**src/rtl/uart_tx_baud.sv**
```systemverilog
// 8N1 UART transmitter with an internal baud-rate clock enable.
// A byte is taken on any sys_clk edge where send=1 and ready=1; tx falls on the next cycle.
module uart_tx_baud #(
  parameter int DIVISOR = 868,
  parameter int CNT_W   = 16
) (
  input  logic       sys_clk,
  input  logic       reset,
  input  logic [7:0] uart_data,
  input  logic       send,
  output logic       ready,
  output logic       tx,
  output logic [1:0] state_dbg
);

  typedef enum logic [1:0] {
    IDLE  = 2'd0,
    START = 2'd1,
    DATA  = 2'd2,
    STOP  = 2'd3
  } state_t;

  localparam logic [CNT_W-1:0] BIT_LAST = CNT_W'(DIVISOR - 1);

  state_t           state;
  logic [CNT_W-1:0] baud_cnt;
  logic [2:0]       bit_idx;
  logic [7:0]       shreg;
  logic             bit_end;
  logic [2:0]       next_idx;

  assign bit_end   = (baud_cnt == BIT_LAST);
  assign next_idx  = bit_idx + 3'd1;
  assign state_dbg = state;

  // tx and ready are loaded with the value of the state being entered, so both stay registered.
  always_ff @(posedge sys_clk) begin
    if (reset) begin
      state    <= IDLE;
      baud_cnt <= '0;
      bit_idx  <= '0;
      shreg    <= '0;
      tx       <= 1'b1;
      ready    <= 1'b1;
    end else begin
      case (state)
        IDLE: begin
          if (send && ready) begin
            shreg    <= uart_data;
            baud_cnt <= '0;
            bit_idx  <= '0;
            state    <= START;
            tx       <= 1'b0;
            ready    <= 1'b0;
          end
        end
        START: begin
          if (bit_end) begin
            baud_cnt <= '0;
            bit_idx  <= '0;
            state    <= DATA;
            tx       <= shreg[0];
          end else begin
            baud_cnt <= baud_cnt + CNT_W'(1);
          end
        end
        DATA: begin
          if (bit_end) begin
            baud_cnt <= '0;
            if (bit_idx == 3'd7) begin
              state <= STOP;
              tx    <= 1'b1;
            end else begin
              bit_idx <= next_idx;
              tx      <= shreg[next_idx];
            end
          end else begin
            baud_cnt <= baud_cnt + CNT_W'(1);
          end
        end
        STOP: begin
          if (bit_end) begin
            baud_cnt <= '0;
            state    <= IDLE;
            ready    <= 1'b1;
            tx       <= 1'b1;
          end else begin
            baud_cnt <= baud_cnt + CNT_W'(1);
          end
        end
        default: begin
          state <= IDLE;
          tx    <= 1'b1;
          ready <= 1'b1;
        end
      endcase
    end
  end

endmodule

```
**config.mk**
```make
export PLATFORM = sky130hd
export DESIGN_NAME = uart_tx_baud
export DESIGN_NICKNAME = d
export VERILOG_FILES = /design/src/rtl/uart_tx_baud.sv
export SDC_FILE = /design/constraint.sdc
export NUM_CORES = 1
export LEC_CHECK = 0
export BUFFER_PORTS_ARGS = -buffer_cell sky130_fd_sc_hd__buf_4
export CAP_MARGIN = 20
export CORE_ASPECT_RATIO = 1.1
export CORE_MARGIN = 4
export CORE_UTILIZATION = 45
export DETAILED_ROUTE_END_ITERATION = 6
export GPL_ROUTABILITY_DRIVEN = 0
export PLACE_DENSITY_LB_ADDON = 0.2
export SLEW_MARGIN = 10
export SYNTH_ARGS = -nofsm -noshare
export SYNTH_HDL_FRONTEND = slang
export SYNTH_SLANG_ARGS = --single-unit
```
**constraint.sdc**
```tcl
create_clock -name sys_clk -period 2.9 [get_ports sys_clk]
set_input_delay 0.145 -clock sys_clk [delete_from_list [all_inputs] [get_ports sys_clk]]
set_output_delay 0.145 -clock sys_clk [all_outputs]
set_load 0.03 [all_outputs]
```
==> results.sh <==
export IMPL_outcome="finished clean"
export IMPL_grt_total_usage_pct=15.3
export IMPL_start_util_pct=48.1
export IMPL_clock_sinks=31
export IMPL_finalCritPeriodShare_pct=72.9
export IMPL_path_cells="ha_1, mux4_1, mux2_2, o21ai_2, a21oi_1, a211o_1"
export IMPL_cp_arrival_ns=2.34
export IMPL_worst_slew_pin_slew_ns=0.518
export IMPL_period_needed_ns=2.11
export IMPL_syn_area_um2=1520
export IMPL_utilization_pct=54.6
export IMPL_numCtsBuffers=5
export IMPL_rsz0062_at_grt="no"
export IMPL_viasPerCell=5.67
export IMPL_drv_slew=0
export IMPL_ys_types=37
export IMPL_grt_overflow=0
export IMPL_hp_class="input pin to flop"
export IMPL_rows=21
export IMPL_port_buffers=14
export IMPL_syn_to_final_growth_pct=13.4
export IMPL_drt_iter0_drc=56
export IMPL_dp_cells=209
export IMPL_grt_max_degree=17
export IMPL_synth_yosys_warnings=0
export IMPL_drive_above_1_share_pct=14.2
export IMPL_postCtsSetupBuffers=0
export IMPL_synth_fp_nets=183
export IMPL_layout_commonest_cell="dfxtp_1"
export IMPL_clk_path_buf_depth=2
export IMPL_critical_path_top_delay_family="multiplexers"
export IMPL_antenna_found_initial=0
export IMPL_crit_required_ns=3.13
export IMPL_relSlewSlack_pct=65.4
export IMPL_ir_drop_mv=0.503
export IMPL_instances_no_fill=217
export IMPL_ys_seq_area_share_pct=40.9
export IMPL_finalSetupTns_ns=0
export IMPL_syn_inst=164
export IMPL_final_cell_mix="31 x dfxtp_1, 30 x nor2_1, 14 x buf_4"
export IMPL_skew_ns=0.00767
export IMPL_hold_violations=0
export IMPL_fp_dieH_um=68.9
export IMPL_holdWs_ns=0.0429
export IMPL_cts_tree="yes"
export IMPL_ctsResizeCount=0
export IMPL_antenna_left=0
export IMPL_die_area_um2=4370
export IMPL_htree_levels=2
export IMPL_grt_pass1_wl_um=5100
export IMPL_p_total_uw=1210
export IMPL_cp_buffers_inverters=0
export IMPL_die_w_um=63.4
export IMPL_final_setup_viol_count=0
export IMPL_syn_avg_cell_area_um2=9.25
export IMPL_cp_start_kind="flop"
export IMPL_drv_cap=0
export IMPL_grt_pass1_vias=1254
export IMPL_insertedDiodeCount=0
export IMPL_fp_coreArea_um2=3150
export IMPL_totalWireLength_um=2870
export IMPL_vias=1231
export IMPL_fill_cells=291
export IMPL_p_leak_uw=0.000693
export IMPL_slowest_stage="mux4_1"
export IMPL_io_pins=15
export IMPL_clk_pin_slew_ns=0.10
export IMPL_fmax_mhz=473
export IMPL_max_stage_delay_ns=0.55
export IMPL_fin_nets=201
export IMPL_endpoint_kind="flop"
export IMPL_worst_path_max_fanout=5
export IMPL_cts_root_buf="clkbuf_4"
export IMPL_cts_hold_buf=0
export IMPL_worstSetupPathType="flop to flop"
export IMPL_drc=0
export IMPL_hpwl_um=2130
export IMPL_clk_latency_ns=0.33
export IMPL_drt_pass1_iterations=4
export IMPL_ys_ff_latch=31
export IMPL_wl_per_cell_um=13.2
export IMPL_power_density_nw_per_um2=706
[registers in the layout, summed over array words and instances (netlist names)]
signal and cells:
ready 1, shreg 8, baud_cnt 16, tx 1, bit_idx 3, state_dbg 2
[worst reg2reg max path: stages (launching register included)]
cell and delay [ns]:
dfxtp_1 0.36, ha_1 0.36, mux4_1 0.55, mux2_2 0.28, o21ai_2 0.11, a21oi_1 0.07, a211o_1 0.28
[through the flow]
stage | area (µm²) | setup slack, ns
after floorplan | 1520 | 0.815
after global placement | 1650 | 0.838
after detailed placement | 1650 | 0.799
after CTS | 1720 | 0.787
after global routing | 1720 | 0.658
final | 1720 | 0.786
[layout make-up]
cell class / count / area, µm² / share of cell area [%]
inverter: 3 / 11.3 / 0.654
tap: 34 / 42.5 / 2.47
multi-input combinational: 127 / 873 / 50.7
sequential: 31 / 621 / 36.0
timing repair buffer: 14 / 105 / 6.10
clock buffer: 8 / 68.8 / 4.00
[cell usage after synthesis, drive strengths merged]
cell type  number  area share [%]
mux2            1            0.74
buf             1            0.33
nor2           30             7.4
nor4            4             1.6
a22o            2             1.2
and4            3             1.7
nand4           5             2.1
nand2           8             2.0
a21o            2            0.99
nor2b           1            0.41
o21bai          1            0.49
ha              8             6.6
nor3            4             1.3
inv             3            0.74
nor3b           2            0.99
xnor2          10             5.8
a21bo           1            0.66
a211o           1            0.58
nand3           6             2.0
a21boi          1            0.49
mux4            2             3.5
dfxtp          31              41
o22ai           1            0.41
clkbuf          2            0.49
o21a            2            0.99
mux2i           8             5.3
a21oi           9             3.2
a211oi          1            0.49
and3            1            0.41
or3             1            0.41
o21ai           3             1.2
and2            1            0.41
xor2            5             2.9
nand2b          3             1.2
[per-layer routing]
| metal | up-vias | part of all wire (%) | GRT usage (%) |
|---|---|---|---|
| li1 | 617 | - | - |
| met1 | 587 | 42 | 14.5 |
| met2 | 18 | 52 | 28.6 |
| met3 | 9 | 4.2 | 5.51 |
| met4 | 0 | 2.7 | 9.97 |
| met5 | - | 0 | 0 |
[cell families (layout without fill, tap and decap cells)]
group                    count (synthesis)  count (layout)  share of synthesized area, %
AND/OR/NAND/NOR                         69              69                          22.0
flip-flops                              31              31                          40.9
multiplexers                            11              11                          9.48
AO/OA/AOI/OAI                           24              24                          10.8
XOR/XNOR                                15              15                          8.66
adder cells (fa/ha/maj)                  8               8                          6.60
buffers and inverters                    6              25                          1.57
[path summary, 6_finish.rpt]
kind	slack [ns]	to	depth (start not counted)	from
min	0.04	shreg[0]	3	uart_data[0]
max reg2reg	0.79	tx	6	bit_idx[0]
max	0.79	tx	6	bit_idx[0]
min reg2reg	0.49	baud_cnt[1]	2	baud_cnt[1]
[report_power, final]
part / switching, µW / total [µW] / leakage, µW / internal (µW)
clock: 144 / 287 / 0.0000386 / 143
sequential: 42.2 / 515 / 0.000252 / 473
combinational: 242 / 413 / 0.000403 / 171
total: 428 / 1210 / 0.000693 / 787
(Power assumes the default switching activity.)
